## config.mk

```make
export PLATFORM = sky130hd
export DESIGN_NAME = branch_resolve_unit
export DESIGN_NICKNAME = d
export VERILOG_FILES = /design/src/rtl/branch_resolve_unit.sv
export SDC_FILE = /design/constraint.sdc
export NUM_CORES = 1
export LEC_CHECK = 0
export BUFFER_PORTS_ARGS = -buffer_cell sky130_fd_sc_hd__buf_2
export CAP_MARGIN = 20
export CELL_PAD_IN_SITES_DETAIL_PLACEMENT = 0
export CELL_PAD_IN_SITES_GLOBAL_PLACEMENT = 2
export CORE_MARGIN = 2
export CORE_UTILIZATION = 30
export DETAILED_ROUTE_END_ITERATION = 7
export PLACE_DENSITY = 0.88
export SLEW_MARGIN = 20
export SYNTH_ARGS = -nofsm -noshare
export SYNTH_HDL_FRONTEND = slang
export SYNTH_SLANG_ARGS = --single-unit
```

## constraint.sdc

```tcl
create_clock -name CLK -period 9.4 [get_ports CLK]
set_clock_uncertainty 0.05 [all_clocks]
set_input_delay 1.88 -clock CLK [delete_from_list [all_inputs] [get_ports CLK]]
set_output_delay 1.88 -clock CLK [all_outputs]
set_load 0.05 [all_outputs]
```

## src/rtl/branch_resolve_unit.sv

```systemverilog
// Resolves RV32I branches into a registered taken/target/mispredict/illegal result, one cycle after acceptance.
// A single output stage holds its result while out_ready is low; flush drops both the held result and any request in the same cycle.
module branch_resolve_unit #(
  parameter int XLEN        = 32,
  parameter int CNT_W       = 16,
  parameter int INSTR_BYTES = 4
) (
  input  logic             CLK,
  input  logic             RST_N,
  input  logic             in_valid,
  output logic             in_ready,
  input  logic [XLEN-1:0]  rs1,
  input  logic [XLEN-1:0]  rs2,
  input  logic [2:0]       funct3,
  input  logic [XLEN-1:0]  pc,
  input  logic [XLEN-1:0]  imm,
  input  logic             pred_taken,
  input  logic             flush,
  input  logic             cnt_clr,
  output logic             out_valid,
  input  logic             out_ready,
  output logic             taken,
  output logic [XLEN-1:0]  target,
  output logic             mispredict,
  output logic             illegal,
  output logic [CNT_W-1:0] taken_cnt,
  output logic [CNT_W-1:0] mispred_cnt
);

  logic            accept;
  logic            retire;
  logic            eq;
  logic            lt_s;
  logic            lt_u;
  logic            cond;
  logic            bad_op;
  logic [XLEN-1:0] seq_pc;
  logic [XLEN-1:0] br_pc;

  assign in_ready = !out_valid || out_ready;
  assign accept   = in_valid && in_ready && !flush;
  assign retire   = out_valid && out_ready && !flush;

  // Both adds wrap modulo 2^XLEN by construction of the operand width.
  assign seq_pc = pc + XLEN'(INSTR_BYTES);
  assign br_pc  = pc + imm;

  always_comb begin
    eq     = (rs1 == rs2);
    lt_s   = ($signed(rs1) < $signed(rs2));
    lt_u   = (rs1 < rs2);
    cond   = 1'b0;
    bad_op = 1'b0;
    case (funct3)
      3'b000:  cond = eq;
      3'b001:  cond = !eq;
      3'b100:  cond = lt_s;
      3'b101:  cond = !lt_s;
      3'b110:  cond = lt_u;
      3'b111:  cond = !lt_u;
      default: bad_op = 1'b1;
    endcase
  end

  always_ff @(posedge CLK) begin
    if (!RST_N) begin
      out_valid   <= 1'b0;
      taken       <= 1'b0;
      target      <= '0;
      mispredict  <= 1'b0;
      illegal     <= 1'b0;
      taken_cnt   <= '0;
      mispred_cnt <= '0;
    end else begin
      if (flush) begin
        out_valid <= 1'b0;
      end else if (accept) begin
        out_valid  <= 1'b1;
        taken      <= cond;
        target     <= cond ? br_pc : seq_pc;
        mispredict <= cond ^ pred_taken;
        illegal    <= bad_op;
      end else if (retire) begin
        out_valid <= 1'b0;
      end

      // Clear wins over a same-cycle retire; increments stop at all-ones.
      if (cnt_clr) begin
        taken_cnt   <= '0;
        mispred_cnt <= '0;
      end else if (retire) begin
        if (taken && (taken_cnt != '1))
          taken_cnt <= taken_cnt + CNT_W'(1);
        if (mispredict && (mispred_cnt != '1))
          mispred_cnt <= mispred_cnt + CNT_W'(1);
      end
    end
  end

endmodule

```

After elaboration in Yosys (flattened, before gate mapping)
Index checks and enable logic that the tools add are counted.
{"block": "totals", "register_bits": 68, "latchBits": 0, "mem_bits_rw": 0, "romBits": 0, "input_bits": 138, "wordCells": 49, "n_memories": 0}
{"block": "op_classes", "addsub": 4, "mul": 0, "div": 0, "n_lt_le_gt_ge": 2, "n_eq_ne": 8, "shifts": 0, "mux": 5, "bitwise": 3, "reduce_logical": 20}
{"op": "32-bit < comparator", "n": 2}
{"op": "16-bit by 1-bit adder with 16-bit output (second input constant)", "n": 2}
{"op": "32-bit by 3-bit adder with 32-bit output (second input constant)", "n": 1}
{"op": "32-bit adder", "n": 1}
{"op": "32-bit == test", "n": 1}
{"op": "32-bit two-way mux", "n": 1}
{"op": "16-bit != test (second input constant)", "n": 2}
{"op": "3-bit == test (second input constant)", "n": 4}
{"op": "1-bit logical AND", "n": 6}
{"op": "1-bit case mux with 6 select lines", "n": 1}
{"op": "2-bit AND reduction", "n": 3}
{"op": "6-bit OR reduction", "n": 1}
{"op": "1-bit zero test", "n": 5}
{"op": "2-bit OR reduction", "n": 2}
{"op": "3-bit by 1-bit == test with 1-bit output (second input constant)", "n": 1}
{"op": "3-bit zero test", "n": 1}
{"op": "1-bit two-way mux", "n": 3}
{"op": "1-bit inverter", "n": 2}
{"op": "2-bit nonzero test", "n": 1}
{"op": "1-bit logical OR", "n": 1}
{"op": "1-bit bitwise XOR", "n": 1}

Longest topological paths before layout
{"block": "logic_depth", "depth_word": 5, "ltp_mapped": 14, "ltp_nobuf": 14}

Least setup slack after synthesis
Ideal clock, no wire load.
{"block": "synth_path", "path_type": "in2reg", "startpoint": "input pc[0]", "endpoint": "register target[30]", "t_arrival_ns": 4.312, "required_time_ns": 9.222, "setup_slack_ns": 4.910, "path_stages": 14, "path_buffers": 0, "path_cell_list": "ha_1 > inv_1 > fa_1 > nor2b_4 > o31a_1 > o31ai_4 > o21ai_2 > a211o_1 > a221o_1 > a21oi_2 > o21ai_1 > xor2_1 > a222oi_1 > nor2_1"}
{"block": "synth_between", "elab_chain_cells": 2, "elab_cells_between_ends": 3, "cone_classes": "add/sub: 2; mux: 1"}
{"item": "start, declared", "line_no": "15", "text": "input logic [XLEN-1:0] pc,"}
{"item": "32-bit by 3-bit adder with 32-bit output or 32-bit adder (tied branches)", "line_no": "45, 46"}
{"item": "32-bit two-way mux (*)", "line_no": "80", "text": "target <= cond ? br_pc : seq_pc;"}
{"item": "end signal, assigned", "line_no": "80"}
{"item": "end, declared", "line_no": "23", "text": "output logic [XLEN-1:0] target,"}
Mark *: on every way between the ends. The rest lies on a longest branch, timed or not.
A chain may end at the register's enable or synchronous reset.

Final worst setup path
Ends and elaborated chain as after synthesis.

==> results.toml <==
[clocking]
clk_pin_slew_ns = 0.05
post_cts_resized = 0
cts.path.max_buffers = 2
cts_inserted_buffers = 9
ctsHtreeMaxLevel = 3
cts_sinks = 68
cts_setup_buffers = 0
clkLatencyLatePin_ns = 0.33
cts_tree = "yes"
hold_buffers = 0
cts-root-buf = "clkbuf_16"

[timing]
fin_crit_sh_pct = 48.2
finalWorstSetupSlack_ns = 4.87
slew_violations = 0
setup_violations = 0
rsz0062_at_grt = "no"
relSlewSlack_pct = 28.5
fin_setup_tns_ns = 0
fmax_mhz = 221
hold_viol_final = 0
min_period_ns = 4.53
worst_pin_slew_ns = 1.06

[setup_path]
path_class = "input pin to flip-flop"
path_max_fanout = 4
cp-end-kind = "flip-flop"
cp.required_ns = 9.54
crit_arrival_ns = 4.67
start_kind = "input pin"

[place]
portBuffers = 206
place_ws_ns = 4.52
post_dp_cell_area_mm2 = 0.00701
place.gp.congestion = 0.861
dp.final_hpwl_um = 14400

[drt]
drt_iter0_drc = 219
vias = 5938
wl_per_cell_um = 14.9
drc = 0
firstDrtPassIters = 4
viasPerCell = 4.96
detail-route-antenna-nets = 0
wl_um = 17800

[layout]
final_common_cell = "buf_2"
fin_util_pct = 39.0
nets = 1163
syn_to_final_growth_pct = 27.1
stdcell_area_mm2 = 0.00732
final_cell_mix = "buf_2, nor2_1, nand2_1"
drive_gt1_share_pct = 24.3

[yosys]
syn_nets = 968
synth_flop_cell = "dfxtp_1"
syn-cell-area_mm2 = 0.00576
ys_seq_area_share_pct = 23.7
synth_seq_cells = 68
netlist_instances = 763
synth_edf_count = 0
syn_avg_cell_area_um2 = 7.54
yosysWarnings = 0
synth_cell_types = 59
async_flop_share_pct = 0

[floorplanning]
ios = 207
die_y_um = 143
die_area_mm2 = 0.0203
placementRows = 50
start_util_pct = 30.7
die_w_um = 143
core-area_mm2 = 0.0188

[global_routing]
grt_use_total_pct = 17.6
antenna_found_initial = 1
grt_pass1_wl_um = 28700
grt_max_degree = 60
overflow = 0
first_global_vias = 5790

[power_and_ir_drop]
cellPowerDensity_mw_per_mm2 = 131
power_uw = 956
p_leak_nw = 3.44
irDropWorstVdd_mv = 0.0753

[run]
maxCapViolCount = 0

[outcome]
status = "completed"

[hold_path]
hp-class = "flip-flop to flip-flop"
## critical path, cell delays in order
cell,delay (ns)
buf_2,0.11
ha_1,0.21
inv_1,0.07
fa_1,0.23
nor2b_4,0.06
o31a_1,0.30
o31ai_4,0.22
o21ai_2,0.13
a211o_1,0.32
a221o_1,0.35
a21oi_2,0.22
o21ai_1,0.11
xor2_1,0.14
a222oi_1,0.24
nor2_1,0.07
## per-stage QoR
step / cells / hold WS [ns]
3_5_place_dp: 1181 / 0.384
5_1_grt: 1198 / 0.427
3_3_place_gp: 1181 / 0.385
4_1_cts: 1197 / 0.404
2_1_floorplan: 763 / 0.612
6_report: 1198 / 0.398
## flip-flops by register name (all words and copies together), names as in the netlist
signal / count
target: 32
mispred_cnt: 16
taken_cnt: 16
illegal: 1
mispredict: 1
out_valid: 1
taken: 1
## synthesized netlist by cell type, drive strengths merged (3+ instances only)
cell    number  area, um^2
a21oi       64         324
ha          66         826
o211ai       7        52.6
nand2       71         267
o21a         5        37.5
o21ai       39         199
dfxtp       68        1360
a31oi        7        43.8
nand4       22         138
a21o        17         128
or3          9        56.3
and4         5        43.8
nand3       26         130
clkbuf      21        78.8
nor2b       11        76.3
nor3        17        85.1
nand2b       4        25.0
xnor2       30         263
a211oi      20         155
and2         3        18.8
nor2       102         383
buf          4        18.8
mux2i        4        40.0
and3        17         106
xor2        51         447
inv         41         154
## where the power goes
part | internal (mW) | leakage (nW) | switching, mW
Combinational | 0.116 | 2.74 | 0.188
Sequential | 0.300 | 0.553 | 0.00676
Clock | 0.212 | 0.144 | 0.133
Total | 0.628 | 3.44 | 0.328
## metal layers
metal / global-route usage [%] / wire, um / up-vias
li1: - / - / 3102
met1: 23.1 / 8500 / 2700
met2: 30.3 / 8520 / 123
met3: 3.36 / 604 / 13
met4: 3.13 / 190 / 0
met5: 0 / 0 / -
## path summary, 6_finish.rpt
check,from,end,slack [ns],cells after the start
setup reg to reg,mispred_cnt[7],mispred_cnt[9],6.84,9
setup / recovery,pc[0],target[30],4.87,15
hold reg to reg,target[6],target[6],0.40,2
hold / removal,target[6],target[6],0.40,2
## layout make-up
class,instances,area (um^2)
multi-input cells,629,4150
clock inverters,6,63.8
repair buffers,209,1050
fillers,2072,11500
inverters,41,154
well taps,234,293
flip-flops and latches,68,1360
clock buffers,10,239
diodes,1,2.50
## cell families (layout without fill, tap and decap cells)
kind of cell	Yosys count	count (layout)	share of synthesized area, %
simple gates	294	294	23.9
compound gates	183	183	20.3
xor+xnor	81	81	12.3
flops	68	68	23.7
fa+ha+maj	67	67	14.7
buf+inv	66	266	4.37
mux	4	4	0.696
other cells	0	1	0
No activity file was read; power rests on OpenSTA's default activity.
